$ cat config.mk
export PLATFORM = sky130hd
export DESIGN_NAME = uart_tx
export DESIGN_NICKNAME = d
export VERILOG_FILES = /design/src/rtl/uart_tx.sv
export SDC_FILE = /design/constraint.sdc
export NUM_CORES = 1
export LEC_CHECK = 0
export BUFFER_PORTS_ARGS = -buffer_cell sky130_fd_sc_hd__buf_2
export CAP_MARGIN = 20
export CORE_MARGIN = 4
export CORE_UTILIZATION = 30
export CTS_CLUSTER_DIAMETER = 120
export DETAILED_ROUTE_END_ITERATION = 12
export MAX_ROUTING_LAYER = met4
export PLACE_DENSITY_LB_ADDON = 0.1
export SLEW_MARGIN = 20
export SYNTH_ARGS = -nofsm -noshare
export SYNTH_HDL_FRONTEND = slang
export SYNTH_SLANG_ARGS = --single-unit
export TNS_END_PERCENT = 30
$ cat constraint.sdc
create_clock -name clk -period 1.95 [get_ports clk]
set_input_delay 0.4875 -clock clk [delete_from_list [all_inputs] [get_ports clk]]
set_output_delay 0.4875 -clock clk [all_outputs]
set_load 0.005 [all_outputs]
$ cat src/rtl/uart_tx.sv
// Asynchronous-serial transmitter: one start bit, data_width_p data bits sent LSB first, one stop bit.
// Takes one word per valid/ready handshake. All outputs are decoded from registered state.
//
// state | meaning
// ------+-----------------------------------------------
// IDLE  | line high, ready for a word
// START | start bit (low) for clks_per_bit_p cycles
// DATA  | shift_q[0] on the line, one bit per bit period
// STOP  | stop bit (high); done_o in its final cycle
module uart_tx #(
   parameter int data_width_p   = 8,
   parameter int clks_per_bit_p = 16
) (
   input  logic                    clk,
   input  logic                    reset_n_i,
   input  logic                    valid_i,
   input  logic [data_width_p-1:0] data_i,
   output logic                    ready_o,
   output logic                    tx_o,
   output logic                    busy_o,
   output logic                    done_o
);

   localparam int DIV_W = (clks_per_bit_p > 1) ? $clog2(clks_per_bit_p) : 1;
   localparam int BIT_W = (data_width_p > 1) ? $clog2(data_width_p) : 1;
   localparam logic [DIV_W-1:0] DIV_LAST = DIV_W'(clks_per_bit_p - 1);
   localparam logic [BIT_W-1:0] BIT_LAST = BIT_W'(data_width_p - 1);

   typedef enum logic [1:0] {IDLE, START, DATA, STOP} state_t;

   state_t                  state_q, state_d;
   logic [DIV_W-1:0]        div_q, div_d;
   logic [BIT_W-1:0]        bit_q, bit_d;
   logic [data_width_p-1:0] shift_q, shift_d;
   logic                    div_last;

   assign div_last = (div_q == DIV_LAST);

   always_ff @(posedge clk or negedge reset_n_i) begin
      if (!reset_n_i) begin
         state_q <= IDLE;
         div_q   <= '0;
         bit_q   <= '0;
         shift_q <= '0;
      end else begin
         state_q <= state_d;
         div_q   <= div_d;
         bit_q   <= bit_d;
         shift_q <= shift_d;
      end
   end

   always_comb begin
      state_d = state_q;
      div_d   = div_q;
      bit_d   = bit_q;
      shift_d = shift_q;
      case (state_q)
         IDLE: begin
            div_d = '0;
            bit_d = '0;
            if (valid_i) begin
               shift_d = data_i;
               state_d = START;
            end
         end
         START: begin
            if (div_last) begin
               div_d   = '0;
               state_d = DATA;
            end else begin
               div_d = div_q + 1'b1;
            end
         end
         DATA: begin
            if (div_last) begin
               div_d   = '0;
               shift_d = shift_q >> 1;
               if (bit_q == BIT_LAST) begin
                  bit_d   = '0;
                  state_d = STOP;
               end else begin
                  bit_d = bit_q + 1'b1;
               end
            end else begin
               div_d = div_q + 1'b1;
            end
         end
         STOP: begin
            if (div_last) begin
               div_d   = '0;
               state_d = IDLE;
            end else begin
               div_d = div_q + 1'b1;
            end
         end
         default: state_d = IDLE;
      endcase
   end

   // Line level comes straight from state so reset forces it high without waiting for a clock.
   assign tx_o    = (state_q == START) ? 1'b0 :
                    (state_q == DATA)  ? shift_q[0] : 1'b1;
   assign ready_o = (state_q == IDLE);
   assign busy_o  = (state_q != IDLE);
   assign done_o  = (state_q == STOP) && div_last;

endmodule

Yosys cells after proc, flatten, opt, wreduce, memory -nomap -nowiden
Cells that the tools add are included.

cells by class
  add/subtract/negate cells = 2
  eq/ne operators = 10
  mux-type cells = 16
  reductions and logical operators = 8

operator list
  cell                   count
  $mux W8                2
  $pmux W8 S2            1
  $mux W2                5
  $ne A2 B2 Y1 const B   5
  $pmux W2 S4            1
  $pmux W4 S2            1
  $mux W3                2
  $pmux W3 S2            1
  $reduce_and A5 Y1      1
  $add A4 B1 Y4 const B  1
  $eq A2 B2 Y1 const B   2
  $eq A4 B4 Y1 const B   1
  $mux W4                1
  $reduce_bool A2 Y1     2
  $add A3 B1 Y3 const B  1
  $eq A3 B3 Y1 const B   1
  $reduce_and A3 Y1      1
  $reduce_or A3 Y1       1
  $eq A2 B1 Y1 const B   1
  $logic_not A2 Y1       1
  $mux W1                2
  $reduce_and A2 Y1      1
  $logic_and A1 B1 Y1    1

storage, ports and cells
  register bits after elaboration = 17
  output and inout port bits = 4
  logic and storage cells = 40

Logic depth before layout (Yosys ltp)
Gate-level depths: netlist of run 1.

  depth in word-level cells = 4
  mapped depth = 7
  mapped depth without buffers = 5

Worst setup path before layout of run 1
No wires, ideal clock.

  kind = register to register
  from = register state_q[0]
  to = register state_q[1]
  arrival time = 1.755 ns
  slack = 0.067 ns
  stages on the path, launching flop included = 7
  path buffers = 1
  period minus slack after synthesis = 1.883 ns
  cell sequence = dfrtp_1 inv_1 ha_1 buf_6 or3_4 a221oi_2 mux2_1

on the way
  longest elaborated chain between the ends = 3

RTL lines
  item                                        RTL line  text
  start: declaration                          31        state_t state_q, state_d;
  start signal: assignment                    46        state_q <= state_d;
  $eq A2 B2 Y1, or another cell as far along  58        case (state_q)
  $ne A2 B2 Y1 (no line)                      --
  $reduce_and A5 Y1 (no line)                 --

Several ways; a longest one is shown, not always the timed one.
A chain may end at the register's enable or synchronous reset.

Worst setup path in the final report of run 1
  from = register div_q[0]
  to = output done_o

on the way
  longest elaborated chain between the ends = 2

RTL lines
  item                      RTL line  text
  start: declaration        32        logic [DIV_W-1:0] div_q, div_d;
  start signal: assignment  47        div_q <= div_d;
  $eq A4 B4 Y1              37        assign div_last = (div_q == DIV_LAST);
  $logic_and A1 B1 Y1       106       assign done_o = (state_q == STOP) && div_last;
  end: declaration          21        output logic done_o

No other way between the ends.

==> impl_metrics.env, run 1 <==
export IMPL_status="finished clean"
export IMPL_clk_pin_slew_ns=0.11
export IMPL_post_synth_top_count_cell="dfrtp_1"
export IMPL_die_area_sq_um=4240
export IMPL_routed_wl_mm=1.95
export IMPL_required_ns=1.46
export IMPL_cts_max_path_buffers=2
export IMPL_drtAntennaViolNets=0
export IMPL_antennaDiodeCount=0
export IMPL_place_hpwl_mm=1.43
export IMPL_yosys_warnings=0
export IMPL_fillCellCount=318
export IMPL_drv_cap=0
export IMPL_synthTopCellsByCount="dfrtp_1, mux2_2, ha_1, inv_1, a21oi_1"
export IMPL_reg2reg_depth=5
export IMPL_die_h_um=65.1
export IMPL_drive_above_1_share_pct=43.1
export IMPL_grt_overflow_total=0
export IMPL_finalCritPeriodShare_pct=96.1
export IMPL_worstSkewPairLatency_ns=0.30
export IMPL_cts_max_level=1
export IMPL_synth_top_area_cell="dfrtp_1"
export IMPL_grt_use_total_pct=10.8
export IMPL_cts_sinks=17
export IMPL_die_w_um=65.1
export IMPL_route_vias_total=696
export IMPL_grt_pass1_wl_mm=3.37
export IMPL_worstSetupStartpoint="div_q[0]$_DFF_PN0_"
export IMPL_synth_seq_cells=17
export IMPL_drt_pass1_iter_count=2
export IMPL_start_util_pct=31.8
export IMPL_path_max_fanout=4
export IMPL_hold_worst_slack_ns=0.100
export IMPL_ctsHoldBuffers=0
export IMPL_drt_iter0_drc=15
export IMPL_slew_headroom_pct=72.9
export IMPL_synth_area_top_cells="dfrtp_1, mux2_2, ha_1, mux2i_1, a21oi_1"
export IMPL_synth_async_reset_ratio_pct=100
export IMPL_total_leakage_power_nw=0.606
export IMPL_max_freq_mhz=534
export IMPL_worstMarginPinSlew_ns=0.407
export IMPL_cts_buffers=3
export IMPL_final_core_util_pct=39.7
export IMPL_netlist_cell_type_count=24
export IMPL_yosysTopAreaCellShare_pct=43.4
export IMPL_synth_seq_area_share_pct=43.4
export IMPL_wl_per_cell_um=12.8
export IMPL_fin_nets=129
export IMPL_slew_viol_final=0
export IMPL_placement_cell_area_sq_um=1120
export IMPL_synth_edf_count=0
export IMPL_grt_max_degree=18
export IMPL_syn2layout_area_growth_pct=24.6
export IMPL_setup_viol=0
export IMPL_startpoint_type="register"
export IMPL_gp_congestion=0.698
export IMPL_clockRootBuffer="clkbuf_4"
export IMPL_endpoint_kind="output pin"
export IMPL_antenna_found_initial=0
export IMPL_tritoncts="yes"
export IMPL_p_per_area_nw_per_um2=477
export IMPL_reg2reg_to="state_q[1]$_DFFE_PN0P_"
export IMPL_reg2reg_from="state_q[1]$_DFFE_PN0P_"
export IMPL_finClkSkew_ns=0.00828
export IMPL_syn_nets=105
export IMPL_port_buffers=14
export IMPL_ir_drop_v=0.000320
export IMPL_grt_pass1_vias=701
export IMPL_fp_row_count=20
export IMPL_boundaryPins=15
export IMPL_hp_class="primary input to async pin"
export IMPL_fin_crit_ns=1.87
export IMPL_worstSetupPathType="register to output pin"
export IMPL_hold_viol=0
export IMPL_postSynthCellCount=86
export IMPL_regToRegSetupSlack_ns=0.08
export IMPL_drcViolationCount=0
export IMPL_ys_flop_type="dfrtp_1"
export IMPL_arrival_ns=1.39
export IMPL_viasPerCell=4.55
export IMPL_synth_area_sq_um=980
export IMPL_coreArea_sq_um=3080
export IMPL_avgSynthCellArea_sq_um=11.4
export IMPL_final_area_sq_um=1220
## worst max path at each step
stage	endpoint	slack (ns)
after global placement	state_q[1]$_DFFE_PN0P_	0.03
after CTS	tx_o	0.02
after floorplan	state_q[1]$_DFFE_PN0P_	0.07
final	done_o	0.08
after global routing	state_q[1]$_DFFE_PN0P_	-0.002
after detailed placement	state_q[1]$_DFFE_PN0P_	-0.008
## power breakdown
| group | leakage, nW | switching [mW] | internal, mW |
|---|---|---|---|
| Clock | 0.0150 | 0.115 | 0.0796 |
| Sequential | 0.211 | 0.00212 | 0.358 |
| Combinational | 0.379 | 0.0134 | 0.0145 |
| Total | 0.606 | 0.131 | 0.452 |
## worst max-delay path, cell delays in order (launching register included)
cell and delay [ns]:
dfrtp_1 0.43, ha_4 0.19, and3_4 0.20, and2_1 0.15, buf_2 0.12
## per-layer routing
| metal | share of wire [%] | track usage (%) | vias up | routed length [um] |
|---|---|---|---|---|
| li1 | - | - | 348 | - |
| met1 | 46 | 13.8 | 335 | 906 |
| met2 | 48 | 16.0 | 11 | 934 |
| met3 | 4.7 | 4.10 | 2 | 92 |
| met4 | 1.1 | 3.11 | 0 | 21 |
| met5 | 0 | - | - | 0 |
## registers in the layout (all words and copies together) (netlist names)
signal,count
bit_q,3
div_q,4
state_q,2
shift_q,8
## timing repair
item / CTS / global route
gates resized for setup: 4 / 6
cloned: 0 / 0
endpoints found under the setup margin: 3 / 7
pin swaps: 0 / 2
setup buffers: 1 / 3
## cells by family (layout without fill, tap and decap cells)
group / Yosys count / in the layout / share of synthesized area [%]
flops: 17 / 17 / 43.4
buf+inv: 11 / 34 / 4.98
fa+ha+maj: 8 / 8 / 10.2
xor+xnor: 1 / 1 / 0.894
compound gates: 14 / 14 / 10.3
mux: 18 / 18 / 20.1
simple gates: 17 / 17 / 10.1
## per-stage QoR
step / cells / worst slack [ns] / power, mW / TNS [ns]
2_1_floorplan: 86 / 0.0674 / 0.375 / 0
6_report: 153 / 0.0760 / 0.582 / 0
5_1_grt: 153 / -0.00198 / 0.618 / -0.00198
4_1_cts: 150 / 0.0233 / 0.599 / 0
3_5_place_dp: 145 / -0.00837 / 0.395 / -0.00837
3_3_place_gp: 145 / 0.0341 / 0.395 / 0
## area by class of cell
class,instances,area (sq um),share of cell area [%]
repair buffers,22,130,10.7
inverters,8,30.0,2.46
well taps,44,55.1,4.51
multi-input cells,58,554,45.4
flip-flops and latches,17,425,34.8
clock buffers,4,26.3,2.15
## placed cells by master, fill, tap and decap left out, types with 3 or more instances in the layout
cell / count
inv_1: 7
buf_2: 14
mux2i_1: 5
ha_1: 6
nand2_1: 3
buf_4: 8
mux2_2: 12
o21ai_0: 3
dfrtp_1: 17
clkbuf_4: 3
nor2_1: 4
nor2b_1: 3
a21oi_1: 5
No activity file was read; power rests on OpenSTA's default activity.
==> run 2: changes to the inputs <==
- BUFFER_PORTS_ARGS: -buffer_cell sky130_fd_sc_hd__buf_2 -> -buffer_cell sky130_fd_sc_hd__buf_4
==> impl_metrics.env, run 2 (synthesis gave the netlist of run 1 again) <==
export IMPL_path_max_fanout=4
export IMPL_grt_use_total_pct=10.6
export IMPL_routed_wl_mm=1.86
export IMPL_layout_common_cells="buf_4, dfrtp_1, mux2_2, inv_1"
export IMPL_worstSkewPairLatency_ns=0.29
export IMPL_regMostFlops="shift_q"
export IMPL_finClkSkew_ns=0.00205
export IMPL_worstSetupStartpoint="div_q[1]$_DFF_PN0_"
export IMPL_finalPower_mw=0.588
export IMPL_fin_nets=129
export IMPL_grt_use_met2_pct=16.2
export IMPL_die_area_sq_um=4240
export IMPL_ir_drop_v=0.000172
export IMPL_internal_power_mw=0.457
export IMPL_viasPerCell=4.39
export IMPL_cts_max_path_buffers=2
export IMPL_gp_congestion=0.721
export IMPL_antenna_found_initial=0
export IMPL_reg2reg_to="state_q[1]$_DFFE_PN0P_"
export IMPL_coreArea_sq_um=3080
export IMPL_p_switching_mw=0.131
export IMPL_tritoncts="yes"
export IMPL_grt_max_degree=18
export IMPL_use_met3_pct=2.74
export IMPL_antennaDiodeCount=0
export IMPL_cts_max_level=1
export IMPL_total_leakage_power_nw=0.562
export IMPL_worstSetupPathType="register to output pin"
export IMPL_path_cells="ha_4 > and3_4 > and2_1 > buf_4"
export IMPL_slew_headroom_pct=76.5
export IMPL_regToRegSetupSlack_ns=0.05
export IMPL_drv_cap=0
export IMPL_comb_power_share_pct=5.6
export IMPL_setup_viol=0
export IMPL_swShare_pct=22.2
export IMPL_fillCellCount=313
export IMPL_startpoint_type="register"
export IMPL_p_per_area_nw_per_um2=479
export IMPL_reg_largest_list="shift_q (8), div_q (4), bit_q (3)"
export IMPL_drtAntennaViolNets=0
export IMPL_die_h_um=65.1
export IMPL_clk_pin_slew_ns=0.10
export IMPL_grt_busiest_layer="met2"
export IMPL_drive_above_1_share_pct=40.4
export IMPL_grt_pass1_wl_mm=3.33
export IMPL_max_freq_mhz=527
export IMPL_port_buffers=14
export IMPL_cts_sinks=17
export IMPL_boundaryPins=15
export IMPL_reg2reg_from="state_q[0]$_DFFE_PN0P_"
export IMPL_cpPeakStageDelay_ns=0.44
export IMPL_use_met1_pct=13.6
export IMPL_required_ns=1.46
export IMPL_route_vias_total=671
export IMPL_hold_worst_slack_ns=0.0397
export IMPL_hold_viol=0
export IMPL_cts_buffers=3
export IMPL_syn2layout_area_growth_pct=25.3
export IMPL_slew_viol_final=0
export IMPL_fin_crit_ns=1.90
export IMPL_power_share_sequential_pct=61.2
export IMPL_status="finished clean"
export IMPL_start_util_pct=31.8
export IMPL_arrival_ns=1.41
export IMPL_grt_pass1_vias=741
export IMPL_endpoint_kind="output pin"
export IMPL_drt_pass1_iter_count=4
export IMPL_hp_class="primary input to async pin"
export IMPL_die_w_um=65.1
export IMPL_pwr_share_clk_pct=33.2
export IMPL_wl_per_cell_um=12.2
export IMPL_largest_reg_flops=8
export IMPL_clockRootBuffer="clkbuf_4"
export IMPL_finalCritPeriodShare_pct=97.3
export IMPL_drt_iter0_drc=25
export IMPL_setup_worst_path_end="done_o"
export IMPL_cpMaxStageDelayCell="dfrtp_1"
export IMPL_final_common_cell="buf_4"
export IMPL_grt_overflow_total=0
export IMPL_fp_row_count=20
export IMPL_worstMarginPinSlew_ns=0.351
export IMPL_place_hpwl_mm=1.42
export IMPL_drcViolationCount=0
export IMPL_reg2reg_depth=5
export IMPL_rsz0062_at_grt="true"
==> run 2: cell counts in the layout (fill, tap and decap cells not counted) <==
No cell type changed its count.
==> run 2: area by class of cell <==
class,count,area (sq um),share of cell area (%)
Inverter,8,30.0,2.45
Multi-Input combinational cell,58,526,42.8
Timing Repair Buffer,22,165,13.5
Clock buffer,4,26.3,2.14
Tap cell,44,55.1,4.49
Sequential cell,17,425,34.7
==> run 2: what timing repair did <==
action | CTS | global route
gates cloned | 0 | 0
pin swaps | 0 | 1
setup buffers | 2 | 2
endpoints found under the setup margin | 2 | 8
resized for setup | 3 | 2
hold buffers | 0 | 0
==> run 2: per-stage QoR <==
step | util [%] | TNS, ns | instance area (sq um) | cells | setup slack [ns]
2_1_floorplan | - | 0 | 980 | 86 | 0.0674
3_3_place_gp | 37.4 | 0 | 1150 | 145 | 0.0404
3_5_place_dp | 37.4 | 0 | 1150 | 145 | 0.0381
4_1_cts | 39.0 | 0 | 1200 | 151 | 0.0338
5_1_grt | 39.9 | -0.0315 | 1230 | 153 | -0.0192
6_report | 39.9 | 0 | 1230 | 153 | 0.0518
==> run 2: metal layers <==
metal  wire length (um)  up-vias  share of wire, %
li1                   -      344                 -
met1                901      314                48
met2                870        9                47
met3                 61        4               3.3
met4                 31        0               1.7
met5                  0        -                 0
==> run 2: critical path, delay by kind of cell, from the launching register on <==
family / cells / cell delay (ns)
flip-flops: 1 / 0.44
buffers and inverters: 1 / 0.13
AND/OR/NAND/NOR: 2 / 0.36
adder cells (fa/ha/maj): 1 / 0.19
==> run 2: worst min path at each step <==
stage | slack [ns] | cells past startpoint | startpoint | endpoint
after floorplan | 0.19 | 0 | reset_n_i | bit_q[0]$_DFFE_PN0P_
after global placement | 0.37 | 1 | reset_n_i | shift_q[7]$_DFFE_PN0P_
after detailed placement | 0.37 | 1 | reset_n_i | shift_q[7]$_DFFE_PN0P_
after CTS | 0.05 | 1 | reset_n_i | shift_q[7]$_DFFE_PN0P_
after global routing | 0.04 | 1 | reset_n_i | bit_q[2]$_DFFE_PN0P_
final | 0.04 | 1 | reset_n_i | bit_q[1]$_DFFE_PN0P_
==> run 2: power by group through the flow <==
stage          clock network [mW]  logic (mW)  registers [mW]
2_1_floorplan                   0     0.00889           0.366
3_3_place_gp                    0      0.0338           0.367
3_5_place_dp                    0      0.0344           0.367
4_1_cts                     0.202      0.0344           0.360
5_1_grt                     0.223      0.0380           0.361
6_report                    0.195      0.0329           0.360
